**config.mk**
```make
export PLATFORM = sky130hd
export DESIGN_NAME = scaler_frame_ctl
export DESIGN_NICKNAME = d
export VERILOG_FILES = /design/src/rtl/scaler_ctl_pkg.sv /design/src/rtl/scaler_line_mon.sv /design/src/rtl/scaler_frame_ctl.sv
export SDC_FILE = /design/constraint.sdc
export NUM_CORES = 1
export LEC_CHECK = 0
export BUFFER_PORTS_ARGS = -buffer_cell sky130_fd_sc_hd__buf_2
export CAP_MARGIN = 20
export CORE_ASPECT_RATIO = 1.5
export CORE_MARGIN = 10
export CORE_UTILIZATION = 49
export CTS_CLUSTER_SIZE = 30
export DETAILED_ROUTE_END_ITERATION = 10
export PLACE_DENSITY_LB_ADDON = 0.2
export SYNTH_ARGS = -nofsm -noshare
export SYNTH_HDL_FRONTEND = slang
export SYNTH_SLANG_ARGS = --single-unit
```
**constraint.sdc**
```tcl
create_clock -name clk -period 2.6 [get_ports clk]
set_clock_uncertainty 0.05 [all_clocks]
set_input_delay 0.13 -clock clk [delete_from_list [all_inputs] [get_ports clk]]
set_output_delay 0.13 -clock clk [all_outputs]
set_load 0.05 [all_outputs]
```
**src/rtl/scaler_ctl_pkg.sv**
```systemverilog
// Shared definitions for the axis_scaler frame controller.
//   state_e            : frame sequencer state encoding
//   ERR_*_BIT, ERR_NUM : bit positions of the sticky error flags in the
//                        packed error vector, as exposed by the register map
package scaler_ctl_pkg;

   typedef enum logic [2:0] {
      ST_IDLE  = 3'd0,
      ST_SYNC  = 3'd1,
      ST_RUN   = 3'd2,
      ST_DONE  = 3'd3,
      ST_ABORT = 3'd4
   } state_e;

   localparam int unsigned ERR_CFG_BIT      = 0;
   localparam int unsigned ERR_OVERRUN_BIT  = 1;
   localparam int unsigned ERR_IN_LINES_BIT = 2;
   localparam int unsigned ERR_TIMEOUT_BIT  = 3;
   localparam int unsigned ERR_NUM          = 4;

endpackage

```
**src/rtl/scaler_line_mon.sv**
```systemverilog
// Line counter for one AXI-Stream side of the scaler.
//   clk, resetn  : clock, asynchronous active-low reset
//   hs_i         : qualified handshake (valid & ready & counting enabled)
//   tlast_i      : tlast of the monitored beat
//   clr_i        : synchronous clear of the count
//   limit_i      : expected number of lines in the frame
//   count_o      : lines seen so far (saturates at limit_i)
//   reached_o    : count has reached limit_i
//   overflow_o   : a line ended while already at the limit
module scaler_line_mon #(
   parameter int W = 10
) (
   input  logic         clk,
   input  logic         resetn,
   input  logic         hs_i,
   input  logic         tlast_i,
   input  logic         clr_i,
   input  logic [W-1:0] limit_i,
   output logic [W-1:0] count_o,
   output logic         reached_o,
   output logic         overflow_o
);

   localparam logic [W-1:0] ONE = W'(1);

   logic [W-1:0] count_q, count_d;
   logic         line_evt;
   logic         at_limit;

   assign line_evt = hs_i & tlast_i;
   // >= rather than == so a limit lowered mid-frame still saturates cleanly
   assign at_limit = (count_q >= limit_i);

   always_comb begin
      count_d = count_q;
      if (clr_i)
         count_d = '0;
      else if (line_evt && !at_limit)
         count_d = count_q + ONE;
   end

   always_ff @(posedge clk or negedge resetn) begin
      if (!resetn)
         count_q <= '0;
      else
         count_q <= count_d;
   end

   assign count_o    = count_q;
   assign reached_o  = at_limit;
   assign overflow_o = line_evt & at_limit & ~clr_i;

endmodule

```
**src/rtl/scaler_frame_ctl.sv**
```systemverilog
// Frame sequencer / supervisor for axis_scaler.
//   clk, resetn               : clock, asynchronous active-low reset
//   cfg_* (width/height)      : requested resolution, captured on cfg_update
//   cfg_enable                : allows new frames to start
//   cfg_timeout               : stall limit in cycles, 0 disables
//   err_clr                   : clears sticky error flags
//   frame_start               : upstream frame-start pulse
//   mon_s_* / mon_m_*         : copies of the scaler in/out handshakes
//   sc_fsync, sc_*            : fsync pulse and active config to the scaler
//   busy, cfg_pending         : status
//   frame_done, frame_cnt     : completion pulse and wrapping frame counter
//   err_*                     : sticky error flags
module scaler_frame_ctl
   import scaler_ctl_pkg::*;
#(
   parameter int C_RESO_WIDTH    = 10,
   parameter int C_TIMEOUT_WIDTH = 24,
   parameter int C_FRMCNT_WIDTH  = 16
) (
   input  logic                       clk,
   input  logic                       resetn,
   input  logic [C_RESO_WIDTH-1:0]    cfg_s_width,
   input  logic [C_RESO_WIDTH-1:0]    cfg_s_height,
   input  logic [C_RESO_WIDTH-1:0]    cfg_m_width,
   input  logic [C_RESO_WIDTH-1:0]    cfg_m_height,
   input  logic                       cfg_update,
   input  logic                       cfg_enable,
   input  logic [C_TIMEOUT_WIDTH-1:0] cfg_timeout,
   input  logic                       err_clr,
   input  logic                       frame_start,
   input  logic                       mon_s_tvalid,
   input  logic                       mon_s_tready,
   input  logic                       mon_s_tlast,
   input  logic                       mon_m_tvalid,
   input  logic                       mon_m_tready,
   input  logic                       mon_m_tlast,
   output logic                       sc_fsync,
   output logic [C_RESO_WIDTH-1:0]    sc_s_width,
   output logic [C_RESO_WIDTH-1:0]    sc_s_height,
   output logic [C_RESO_WIDTH-1:0]    sc_m_width,
   output logic [C_RESO_WIDTH-1:0]    sc_m_height,
   output logic                       busy,
   output logic                       cfg_pending,
   output logic                       frame_done,
   output logic [C_FRMCNT_WIDTH-1:0]  frame_cnt,
   output logic                       err_cfg,
   output logic                       err_overrun,
   output logic                       err_in_lines,
   output logic                       err_timeout
);

   localparam logic [C_TIMEOUT_WIDTH-1:0] WD_ONE = C_TIMEOUT_WIDTH'(1);
   localparam logic [C_FRMCNT_WIDTH-1:0]  FC_ONE = C_FRMCNT_WIDTH'(1);

   state_e state_q, state_d;

   logic [C_RESO_WIDTH-1:0]    sh_s_w_q, sh_s_h_q, sh_m_w_q, sh_m_h_q;
   logic [C_RESO_WIDTH-1:0]    ac_s_w_q, ac_s_h_q, ac_m_w_q, ac_m_h_q;
   logic                       pending_q, pending_d;
   logic [C_TIMEOUT_WIDTH-1:0] wdog_q, wdog_d;
   logic [C_FRMCNT_WIDTH-1:0]  frame_cnt_q;
   logic [ERR_NUM-1:0]         err_q, err_d, err_set;
   logic                       fsync_q, busy_q, done_q;

   logic                       run, in_hs, out_hs, any_hs;
   logic                       shadow_valid, timeout_hit;
   logic                       in_overflow, out_reached;
   logic [C_RESO_WIDTH-1:0]    in_lines, out_lines;
   logic                       in_reached, out_overflow;
   logic                       mon_unused;

   assign run          = (state_q == ST_RUN);
   assign in_hs        = mon_s_tvalid & mon_s_tready;
   assign out_hs       = mon_m_tvalid & mon_m_tready;
   assign any_hs       = in_hs | out_hs;
   assign shadow_valid = (sh_s_w_q != '0) && (sh_s_h_q != '0) &&
                         (sh_m_w_q != '0) && (sh_m_h_q != '0);
   assign timeout_hit  = run && (cfg_timeout != '0) && (wdog_q >= cfg_timeout);

   // Counters only advance in RUN and are wiped while the scaler is in fsync
   scaler_line_mon #(.W(C_RESO_WIDTH)) u_in_mon (
      .clk        (clk),
      .resetn     (resetn),
      .hs_i       (in_hs & run),
      .tlast_i    (mon_s_tlast),
      .clr_i      (state_q == ST_SYNC),
      .limit_i    (ac_s_h_q),
      .count_o    (in_lines),
      .reached_o  (in_reached),
      .overflow_o (in_overflow)
   );

   scaler_line_mon #(.W(C_RESO_WIDTH)) u_out_mon (
      .clk        (clk),
      .resetn     (resetn),
      .hs_i       (out_hs & run),
      .tlast_i    (mon_m_tlast),
      .clr_i      (state_q == ST_SYNC),
      .limit_i    (ac_m_h_q),
      .count_o    (out_lines),
      .reached_o  (out_reached),
      .overflow_o (out_overflow)
   );

   // Line counts and the remaining monitor flags are debug taps only
   assign mon_unused = ^{in_lines, out_lines, in_reached, out_overflow};

   always_comb begin
      state_d = state_q;
      err_set = '0;
      unique case (state_q)
         ST_IDLE: begin
            if (frame_start && cfg_enable) begin
               if (shadow_valid) state_d = ST_SYNC;
               else              err_set[ERR_CFG_BIT] = 1'b1;
            end
         end
         ST_SYNC: state_d = ST_RUN;
         ST_RUN: begin
            if (frame_start) begin
               err_set[ERR_OVERRUN_BIT] = 1'b1;
               state_d = ST_SYNC;
            end else if (out_reached) begin
               state_d = ST_DONE;
            end else if (timeout_hit) begin
               err_set[ERR_TIMEOUT_BIT] = 1'b1;
               state_d = ST_ABORT;
            end
         end
         ST_DONE:  state_d = ST_IDLE;
         ST_ABORT: state_d = ST_IDLE;
         default:  state_d = ST_IDLE;
      endcase
      err_set[ERR_IN_LINES_BIT] = in_overflow;
   end

   always_comb begin
      // A set event in the clearing cycle wins
      err_d = err_set | (err_q & {ERR_NUM{~err_clr}});

      // A cfg_update coinciding with the transfer keeps the flag set
      pending_d = pending_q;
      if (cfg_update)              pending_d = 1'b1;
      else if (state_d == ST_SYNC) pending_d = 1'b0;

      wdog_d = wdog_q;
      if (state_q == ST_SYNC) wdog_d = '0;
      else if (run)           wdog_d = any_hs ? '0 : wdog_q + WD_ONE;
   end

   always_ff @(posedge clk or negedge resetn) begin
      if (!resetn) begin
         state_q     <= ST_IDLE;
         sh_s_w_q    <= '0;
         sh_s_h_q    <= '0;
         sh_m_w_q    <= '0;
         sh_m_h_q    <= '0;
         ac_s_w_q    <= '0;
         ac_s_h_q    <= '0;
         ac_m_w_q    <= '0;
         ac_m_h_q    <= '0;
         pending_q   <= 1'b0;
         wdog_q      <= '0;
         frame_cnt_q <= '0;
         err_q       <= '0;
         fsync_q     <= 1'b0;
         busy_q      <= 1'b0;
         done_q      <= 1'b0;
      end else begin
         state_q   <= state_d;
         pending_q <= pending_d;
         wdog_q    <= wdog_d;
         err_q     <= err_d;
         if (cfg_update) begin
            sh_s_w_q <= cfg_s_width;
            sh_s_h_q <= cfg_s_height;
            sh_m_w_q <= cfg_m_width;
            sh_m_h_q <= cfg_m_height;
         end
         // Active config moves on the same edge fsync rises
         if (state_d == ST_SYNC && pending_q) begin
            ac_s_w_q <= sh_s_w_q;
            ac_s_h_q <= sh_s_h_q;
            ac_m_w_q <= sh_m_w_q;
            ac_m_h_q <= sh_m_h_q;
         end
         if (state_q == ST_DONE) frame_cnt_q <= frame_cnt_q + FC_ONE;
         fsync_q <= (state_d == ST_SYNC) || (state_d == ST_ABORT);
         busy_q  <= (state_d != ST_IDLE);
         done_q  <= (state_q == ST_DONE);
      end
   end

   assign sc_fsync     = fsync_q;
   assign sc_s_width   = ac_s_w_q;
   assign sc_s_height  = ac_s_h_q;
   assign sc_m_width   = ac_m_w_q;
   assign sc_m_height  = ac_m_h_q;
   assign busy         = busy_q;
   assign cfg_pending  = pending_q;
   assign frame_done   = done_q;
   assign frame_cnt    = frame_cnt_q;
   assign err_cfg      = err_q[ERR_CFG_BIT];
   assign err_overrun  = err_q[ERR_OVERRUN_BIT];
   assign err_in_lines = err_q[ERR_IN_LINES_BIT];
   assign err_timeout  = err_q[ERR_TIMEOUT_BIT];

endmodule

```
# Word-level counts from Yosys, hierarchy flattened
# Cells that the tools add are included.
# word_totals
reg_bits	151
input_bits	76
out_inout_bits	64
elab_cells	90
# classes
n_addsub	4
order_cmp	3
n_eq_ne	5
n_mux	24
n_bitwise	13
n_reduce_logical	23
# op_table
op	count
24-bit 2-to-1 mux	3
10-bit 2-to-1 mux	4
10-bit nonzero test	4
24-bit by 1-bit adder with 24-bit output, second input constant	1
24-bit greater-or-equal comparator	1
24-bit nonzero test	1
10-bit by 1-bit adder with 10-bit output, second input constant	2
10-bit greater-or-equal comparator	2
16-bit by 1-bit adder with 16-bit output, second input constant	1
3-bit 2-to-1 mux	5
1-bit 2-to-1 mux	11
1-bit logical AND	9
3-bit one-hot mux with 3 select lines	1
1-bit AND	8
2-bit nonzero test	4
3-bit by 1-bit == test with 1-bit output, second input constant	2
3-bit by 2-bit == test with 1-bit output, second input constant	2
4-bit AND	1
4-bit bitwise OR	1
3-bit == test, second input constant	1
3-bit logical NOT	1
3-bit nonzero test	1
1-bit logical NOT	2
1-bit inverter	2
other kinds (2)	2

# Logic depth before layout (Yosys ltp)
# Gate-level depths: netlist (run 1).
# depth
depth_word	10
mapped_depth	9
mapped_depth_nobuf	8

# Modules after synthesis
# From an unflattened synthesis (run 1), not the netlist that was laid out.
# unflattened
cells_unflattened	716
hier_area_um2	7940.1
# by_module_without_submodules
module	instances	cells_per_inst	area_per_inst_um2	seq_area_each_um2
scaler_frame_ctl	1	522	6286.0	3278.1
scaler_line_mon	2	97	827.0	250.2

# Least setup slack after synthesis (run 1)
# Ideal clock, no wire load.
# synth_timing
path_kind	register -> register
startpoint	register ac_m_h_q[7] (netlist: sc_m_height[7])
endpoint	register u_out_mon.count_q[3] (netlist: u_out_mon.count_o[3])
setup_ns	0.066
t_arrival_ns	2.456
required_time_ns	2.484
slack_ns	0.028
path_stages_with_launch	10
n_path_buf	1
period_less_slack_ns	2.572
path_cell_list	dfrtp_1 > inv_1 > ha_1 > a2111oi_2 > o21ai_0 > o21ai_1 > o21ai_1 > buf_2 > or4_1 > nand2_1
# synth_via
elab_chain_cells	4
# synth_rtl
element	line_no	rtl
start, declared	scaler_frame_ctl.sv:58	logic [C_RESO_WIDTH-1:0] ac_s_w_q, ac_s_h_q, ac_m_w_q, ac_m_h_q;
start signal, assigned	scaler_frame_ctl.sv:185	ac_m_h_q <= sh_m_h_q;
10-bit greater-or-equal comparator	scaler_line_mon.sv:32	assign at_limit = (count_q >= limit_i);
1-bit logical NOT	scaler_line_mon.sv:38	else if (line_evt && !at_limit)
1-bit logical AND	scaler_line_mon.sv:38	
2-bit nonzero test (no source line)	--	
end signal, assigned	scaler_line_mon.sv:46	count_q <= count_d;
end, declared	scaler_line_mon.sv:26	logic [W-1:0] count_q, count_d;
# Every way passes these cells.
# A chain may end at the register's enable or synchronous reset.

# Final worst setup path (run 1)
# layout_timing
startpoint	register u_out_mon.count_q[7] (netlist: u_out_mon.count_o[7])
endpoint	register u_out_mon.count_q[9] (netlist: u_out_mon.count_o[9])
# layout_via
elab_chain_cells	4
word_cells_on_any_way	7
cone_classes	add/sub: 1; order compare: 1; mux: 2; reduce/logical: 3
# layout_rtl
element	line_no
10-bit greater-or-equal comparator	scaler_line_mon.sv:32
1-bit logical NOT	scaler_line_mon.sv:38
1-bit logical AND	scaler_line_mon.sv:38
2-bit nonzero test (no source line)	--
# Several ways; a longest one is shown, not always the timed one. The select of a mux whose other input is x is not followed.

==> run summary, run 1 <==
Reg-to-Reg End: u_out_mon.count_o[9]$_DFFE_PN0P_
via count: 6059
share of total power in sequential cells: 0.348
total power per unit cell area: 951 mW/mm²
Die ar.: 0.0210 mm²
Initial Util: 0.501
# IOs: 140
die height: 172 µm
fin crit period: 2380 ps
combinational power share: 0.377
Syn. warnings: 0
clock sink total: 151
initial antenna violation count: 0
Leak: 4.72 nW
worst r2r src: u_out_mon.count_o[7]$_DFFE_PN0P_
type of origin of the critical path: register
Slew Limit Fails: 0
cell area after synthesis: 0.00758 mm²
# setup viols final: 0
Clock power frac: 0.274
first-pass GRT wire length: 32800 µm
Synth Instances: 689
Synth Net Count: 813
grt ovf: 0
Worst Tran Pin Value: 936 ps
crit path DAT: 2680 ps
cell row count: 55
RSZ-0062 raised after global routing: no
drt first-iter violations: 291
DRT Pass-1 Iters: 5
placed cells: 1022
Sw Share: 0.411
most frequent cells in the layout: dfrtp_1, buf_2, mux2_2
Final Util: 0.637
asr flop ratio synth: 1.00
Hold Crit Class: input port to register
Hold WS: 42.8 ps
final worst-path cycle share: 0.917
core area: 0.0151 mm²
Final Hold Violating Endpoints: 0
Via density: 5.52
VDD IR max: 0.990 mV
EDFF count, synth: 0
vias in the first global route: 6582
PortBufs: 139
CTS Buf Count: 17
critical-path maximum fanout: 11
CP Class: register to register
antenna cells: 0
clock slew at reported path FFs: 60 ps
Reg2Reg Depth: 7
Synth-to-Final Area Change: 27.1%
PnR worst setup slack: 217 ps
Fmax: 420 MHz
TritonCTS clock tree: built
routability cong.: 0.897
reg-to-reg slack, setup: 220 ps
post-place setup slack: 80.8 ps
H-tree Lvls: 4
clock root cell: clkbuf_16
Post-CTS Setup Inserts: 0
Post-DP HPWL: 14400 µm
P_int: 5.40 mW
distinct cell type count after synthesis: 55
worst rel slew slack: 0.376
nets: 1009
DRC Markers: 0
Tot GR Track Use: 0.194
crit path from: u_out_mon.count_o[7]$_DFFE_PN0P_
status: finished, final reports clean
Die W: 122 µm
worst skew pair latency: 420 ps
Power, Total: 9.17 mW
ys flop type: dfrtp_1
pin count of the biggest net entering global routing: 77
CTS max path bufs: 2
critical path required time: 2890 ps
Max-Cap Viols: 0
Switch Pwr: 3.77 mW
Routed WL: 19800 µm
mean post-synth cell area: 11.0 µm²
mean routed wirelength per cell: 18.1 µm
Seq/Total Area, Yosys: 0.498
critical path endpoint: u_out_mon.count_o[9]$_DFFE_PN0P_
area post-placement: 0.00859 mm²
Critical Path End Type: register
Final ANT Viol Nets: 0
synthesized flop and latch total: 151
setup TNS: 0 ps
most common cell after layout, fill and taps aside: dfrtp_1
fin area: 0.00964 mm²
fraction of final layout cells sized beyond drive strength 1: 0.307
Final Non-Filler Cells: 1097
## worst max-delay path: stages, from the launching register on
cell       delay, ps
dfrtp_1          420
ha_1             350
a2111oi_4        350
o21ai_0          170
o21ai_2          140
o21ai_2          170
or4_1            520
a21oi_1          150
## cell usage after synthesis, types with 4 or more instances
| cell type | n | share of area |
|---|---|---|
| mux2i_1 | 5 | 0.0066 |
| and2_1 | 4 | 0.0033 |
| nand2_1 | 47 | 0.023 |
| o31ai_1 | 9 | 0.0089 |
| o211ai_1 | 5 | 0.0049 |
| o21ai_0 | 39 | 0.026 |
| nand2b_1 | 7 | 0.0058 |
| nor2_1 | 32 | 0.016 |
| ha_1 | 48 | 0.079 |
| mux2_2 | 81 | 0.12 |
| buf_1 | 4 | 0.0020 |
| xnor2_1 | 13 | 0.015 |
| nand3_1 | 23 | 0.015 |
| a31oi_1 | 10 | 0.0082 |
| or3_1 | 5 | 0.0041 |
| clkbuf_1 | 8 | 0.0040 |
| inv_1 | 55 | 0.027 |
| o21a_1 | 5 | 0.0049 |
| dfrtp_1 | 151 | 0.50 |
| a21o_1 | 5 | 0.0049 |
| and4_1 | 8 | 0.0092 |
| or4_1 | 6 | 0.0059 |
| buf_2 | 6 | 0.0040 |
| nand4_1 | 16 | 0.013 |
| and3_1 | 11 | 0.0091 |
| nor4_1 | 16 | 0.013 |
| a21oi_1 | 21 | 0.014 |
| xor2_1 | 13 | 0.015 |
## layer usage
| layer | wire [µm] | up-vias | track usage | share of wire |
|---|---|---|---|---|
| li1 | - | 2884 | - | - |
| met1 | 7490 | 2918 | 0.206 | 0.38 |
| met2 | 10400 | 226 | 0.349 | 0.53 |
| met3 | 1510 | 31 | 0.0627 | 0.076 |
| met4 | 410 | 0 | 0.0738 | 0.021 |
| met5 | 0 | - | 0 | 0 |
## how the worst min path moves through the flow
| stage | start | end | slack (ps) | cells past startpoint |
|---|---|---|---|---|
| after floorplan | resetn | busy$_DFF_PN0_ | -220 | 0 |
| after global placement | resetn | wdog_q[23]$_DFFE_PN0P_ | 150 | 1 |
| final | frame_start | state_q[1]$_DFF_PN0_ | 40 | 3 |
| after CTS | frame_start | state_q[1]$_DFF_PN0_ | 20 | 3 |
| after global routing | frame_start | state_q[1]$_DFF_PN0_ | 50 | 3 |
| after detailed placement | resetn | wdog_q[23]$_DFFE_PN0P_ | 160 | 1 |
## power by group through the flow
stage          clock network (mW)  registers [mW]  logic [mW]
6_report                     2.52            3.19        3.46
4_1_cts                      2.56            3.19        3.49
3_3_place_gp                    0            3.19        3.35
2_1_floorplan                   0            4.48        1.16
5_1_grt                      2.67            3.26        3.72
3_5_place_dp                    0            3.23        3.41
## kinds of logic (layout without fill, tap and decap cells)
kind of cell	Yosys count	count (layout)	share of synthesized area
and+or+nand+nor	189	189	0.133
DFF	151	151	0.498
AOI/OAI and AO/OA	115	115	0.0950
muxes	86	86	0.127
buffers and inverters	74	283	0.0381
adders and majority gates	48	48	0.0792
xor gates and xnor gates	26	26	0.0300
## layout make-up
type                    count  area, µm²
fillers                  1239       5500
flip-flops and latches    151       3780
multi-input cells         464       3540
repair buffers            196       1260
clock buffers              18        439
well taps                 199        249
inverters                  55        206
clock inverters            14        161
## what timing repair did
item,in CTS,in global routing
hold buffers,43,0
resized for setup,0,3
endpoints found under the hold margin,117,0
endpoints found under the setup margin,0,5
## flip-flops by register name (all words and copies together) (netlist names)
| name | flops |
|---|---|
| sh_s_w_q | 10 |
| state_q | 3 |
| sh_m_h_q | 10 |
| u_in_mon.count_o | 10 |
| sc_s_height | 10 |
| u_out_mon.count_o | 10 |
| sc_m_height | 10 |
| sc_s_width | 10 |
| sc_fsync | 1 |
| frame_cnt | 16 |
| sh_s_h_q | 10 |
| sh_m_w_q | 10 |
| sc_m_width | 10 |
| wdog_q | 24 |
| frame_done | 1 |
| err_q | 4 |
| cfg_pending | 1 |
| busy | 1 |
(Power assumes the default switching activity.)
==> run 2: changes to the inputs <==
Settings changed: CORE_UTILIZATION 49 to 45, TNS_END_PERCENT set to 30.
==> run 2 against run 1 <==
Effect of this change:
- via count up 0.28%
- largest cell class unchanged
- routed wire length shrank 1.9%
- design area is 0.42% higher
- first-iteration DRC count shrank 12%
- sequential power barely moved
- worst setup slack got worse by 50 ps
- worst hold slack gained 79 ps
- final cell count is 1.2% higher
- die area rose by 7.6%
- fmax decreased by 2.1%
- sequential share of layout area shrank 0.16 points
- non-clock buffer count grew 1
==> run summary, run 2 (synthesized netlist as in run 1, its figures left out) <==
worst skew pair latency: 420 ps
first-pass GRT wire length: 32500 µm
CTS Buf Count: 17
cell row count: 58
Critical Path End Type: register
vias in the first global route: 6711
Post-DP HPWL: 14300 µm
critical path required time: 2910 ps
CP Class: register to register
crit path DAT: 2740 ps
Slew Limit Fails: 0
initial antenna violation count: 0
drt first-iter violations: 257
post-place setup slack: 195 ps
worst r2r src: u_out_mon.count_o[0]$_DFFE_PN0P_
CTS max path bufs: 2
die height: 179 µm
clock sink total: 151
H-tree Lvls: 4
routability cong.: 0.865
fraction of final layout cells sized beyond drive strength 1: 0.306
RSZ-0062 raised after global routing: no
Via density: 5.47
Die ar.: 0.0226 mm²
mean routed wirelength per cell: 17.5 µm
area post-placement: 0.00861 mm²
placed cells: 1034
total power per unit cell area: 961 mW/mm²
clock slew at reported path FFs: 60 ps
Leak: 4.73 nW
Reg2Reg Depth: 9
Final ANT Viol Nets: 0
Final Hold Violating Endpoints: 0
Max-Cap Viols: 0
# setup viols final: 0
Tot GR Track Use: 0.175
Worst Tran Pin Value: 927 ps
Initial Util: 0.454
DRC Markers: 0
DRT Pass-1 Iters: 4
critical path endpoint: u_out_mon.count_o[3]$_DFFE_PN0P_
fin area: 0.00968 mm²
Die W: 126 µm
TritonCTS clock tree: built
most common cell after layout, fill and taps aside: dfrtp_1
PortBufs: 139
setup TNS: 0 ps
max reg flops: 24
status: finished, final reports clean
pin count of the biggest net entering global routing: 70
clock root cell: clkbuf_16
# IOs: 140
Routed WL: 19400 µm
largest reg by FF count: wdog_q
core area: 0.0167 mm²
nets: 1010
post_cts resized: 0
via count: 6076
Hold Crit Class: input port to register
Final Non-Filler Cells: 1110
Fmax: 411 MHz
reg-to-reg slack, setup: 170 ps
fin crit period: 2430 ps
final worst-path cycle share: 0.936
grt ovf: 0
crit path from: u_out_mon.count_o[0]$_DFFE_PN0P_
critical-path maximum fanout: 8
PnR worst setup slack: 167 ps
worst rel slew slack: 0.382
Synth-to-Final Area Change: 27.6%
type of origin of the critical path: register
Reg-to-Reg End: u_out_mon.count_o[3]$_DFFE_PN0P_
VDD IR max: 0.796 mV
most frequent cells in the layout: dfrtp_1, buf_2, mux2_2
-- run 2: cell types whose count changed in the layout (fill, tap and decap cells not counted), moves of 2 or more --
cell	before	now
inv_8	1	4
o21ai_1	1	3
o21ai_2	2	0
inv_6	7	3
clkinv_4	1	3
-- run 2: power by group --
group | switching (mW) | internal, mW | total (mW)
registers | 0.369 | 2.83 | 3.20
clock network | 1.10 | 1.56 | 2.66
logic | 2.35 | 1.09 | 3.44
total | 3.82 | 5.48 | 9.30
-- run 2: metal layers --
| metal | global-route usage | vias up | wire (µm) |
|---|---|---|---|
| met3 | 0.0613 | 26 | 1380 |
| met5 | 0 | - | 0 |
| met1 | 0.187 | 3005 | 7750 |
| li1 | - | 2887 | - |
| met4 | 0.0714 | 0 | 362 |
| met2 | 0.308 | 158 | 9940 |
-- run 2: area by class of cell --
type	count	area, µm²
Timing Repair Buffer	197	1270
Clock inverter	15	211
Tap cell	210	263
Multi-Input combinational cell	464	3520
Clock buffer	17	425
Inverter	55	206
Antenna cell	1	2.50
Sequential cell	151	3780
Fill cell	1429	7010
-- run 2: worst min-delay path by stage --
| stage | startpoint | endpoint | slack (ps) | depth (start not counted) |
|---|---|---|---|---|
| global route | cfg_enable | busy$_DFF_PN0_ | 170 | 4 |
| detailed placement | resetn | wdog_q[23]$_DFFE_PN0P_ | 100 | 1 |
| CTS | cfg_enable | err_q[0]$_DFF_PN0_ | 110 | 4 |
| floorplan | resetn | busy$_DFF_PN0_ | -220 | 0 |
| global placement | resetn | wdog_q[23]$_DFFE_PN0P_ | 90 | 1 |
| finish | cfg_enable | err_q[0]$_DFF_PN0_ | 120 | 4 |
-- run 2: worst max-delay path, cell delays in order (launching register included) --
cell	delay, ps
dfrtp_1	400
inv_1	90
ha_1	260
nand2b_1	140
a211oi_1	220
o211a_1	240
o21ai_1	200
buf_4	230
or4_1	470
nand2_1	80
-- run 2: metrics by stage --
step           hold slack, ps  total power, mW   util
2_1_floorplan            -216             5.64      -
3_3_place_gp             87.9             6.54  0.516
3_5_place_dp              100             6.65  0.516
4_1_cts                   113             9.39  0.580
5_1_grt                   170             9.80  0.580
6_report                  121             9.30  0.580
-- run 2: timing repair --
action / CTS / global route
endpoints found under the hold margin: 102 / 0
setup buffers: 0 / 0
hold buffers: 43 / 0
==> run 3: changes to the inputs <==
Settings changed: RECOVER_POWER set to 25.
==> run 3 against run 2 <==
Effect of this change:
- the run now ends with capacitance limit, slew limit left
- combinational power about the same
- flip-flop and latch count stayed put
- power hardly changed
- sequential share of layout area is essentially flat
- routed wire length unchanged
- critical path type unchanged
- design area about the same
- largest cell class unchanged
- worst setup slack about the same
==> run summary, run 3 (synthesized netlist as in run 1, its figures left out) <==
Post-DP HPWL: 14300 µm
drt first-iter violations: 233
TritonCTS clock tree: built
# fillers: 1431
Initial Util: 0.454
routability cong.: 0.865
area occupied by multi-input gates: 0.00352 mm²
mean routed wirelength per cell: 17.5 µm
crit path DAT: 2740 ps
initial antenna violation count: 0
PortBufs: 139
post_cts resized: 0
die height: 179 µm
H-tree Lvls: 4
Die W: 126 µm
CTS max path bufs: 2
type of origin of the critical path: register
clock sink total: 151
Synth-to-Final Area Change: 27.5%
Hold Crit Class: input port to register
Leak: 4.73 nW
grt ovf: 0
clock slew at reported path FFs: 60 ps
Slew Limit Fails: 102
Worst Tran Pin Value: 2210 ps
pin count of the biggest net entering global routing: 70
vias in the first global route: 6711
CTS Buf Count: 17
max reg flops: 24
largest reg by FF count: wdog_q
placed cells: 1034
Power, Total: 9.30 mW
VDD IR max: 0.796 mV
FF/Latch Area: 0.00378 mm²
Critical Path End Type: register
CP Class: register to register
Max-Cap Viols: 2
failing checks: capacitance limit, slew limit
post-place setup slack: 195 ps
via count: 6093
# IOs: 140
Tot GR Track Use: 0.175
fraction of final layout cells sized beyond drive strength 1: 0.305
Via density: 5.49
most common cell after layout, fill and taps aside: dfrtp_1
cell row count: 58
worst rel slew slack: -0.476
nets: 1010
RSZ-0062 raised after global routing: no
Final Non-Filler Cells: 1110
Final ANT Viol Nets: 0
Die ar.: 0.0226 mm²
most frequent cells in the layout: dfrtp_1, buf_2, mux2_2
reg-to-reg slack, setup: 170 ps
core area: 0.0167 mm²
critical path required time: 2910 ps
total power per unit cell area: 961 mW/mm²
worst skew pair latency: 420 ps
first-pass GRT wire length: 32500 µm
Routed WL: 19400 µm
PnR worst setup slack: 166 ps
clock root cell: clkbuf_16
DRC Markers: 0
DRT Pass-1 Iters: 4
critical-path maximum fanout: 8
fin crit period: 2430 ps
Final Hold Violating Endpoints: 0
status: complete, but fails checks
Fmax: 411 MHz
final worst-path cycle share: 0.936
# setup viols final: 0
setup TNS: 0 ps
[run 3: through the flow]
step	cell area [µm²]	utilization	hold WS, ps
floorplan	7580	-	-216
global placement	8610	0.516	87.9
detailed placement	8610	0.516	100
CTS	9680	0.580	113
global route	9670	0.579	170
finish	9670	0.580	121
[run 3: final cells by class]
class | instances | share of cell area
diodes | 1 | 0.000259
clock buffers | 17 | 0.0440
clock inverters | 15 | 0.0219
inverters | 55 | 0.0213
multi-input cells | 464 | 0.364
flip-flops and latches | 151 | 0.391
well taps | 210 | 0.0272
repair buffers | 197 | 0.130
[run 3: critical path: stages, from the launching register on]
cell and delay (ps):
dfrtp_1 400, inv_1 90, ha_1 260, nand2b_1 140
a211oi_1 220, o211a_1 240, o21ai_1 200, buf_4 230
or4_1 470, nand2_1 80
[run 3: worst paths after layout]
path,startpoint,endpoint,cells past startpoint
worst max register to register,u_out_mon.count_o[0]$_DFFE_PN0P_,u_out_mon.count_o[3]$_DFFE_PN0P_,9
worst min-delay path,cfg_enable,err_q[0]$_DFF_PN0_,4
min in group asynchronous,resetn,wdog_q[23]$_DFFE_PN0P_,2
worst min register to register,frame_cnt[15]$_DFFE_PN0P_,frame_cnt[15]$_DFFE_PN0P_,1
max in group asynchronous,resetn,sc_m_height[2]$_DFFE_PN0P_,3
worst max-delay path,u_out_mon.count_o[0]$_DFFE_PN0P_,u_out_mon.count_o[3]$_DFFE_PN0P_,9
[run 3: per-layer routing]
layer  wire, µm  vias up  track usage
met5          0        -            0
met4        353        0       0.0714
met3       1420       25       0.0613
met2       9960      164        0.308
met1       7710     3015        0.187
li1           -     2889            -
[run 3: what timing repair did]
action | CTS | global route
endpoints found under the hold margin | 102 | 0
hold buffers | 43 | 0
buffers inserted | 0 | 0
[run 3: report_power, final]
group	switching [mW]	internal (mW)	leakage [nW]
clock	1.10	1.56	0.309
combinational	2.35	1.09	2.50
sequential	0.369	2.83	1.91
total	3.82	5.48	4.73
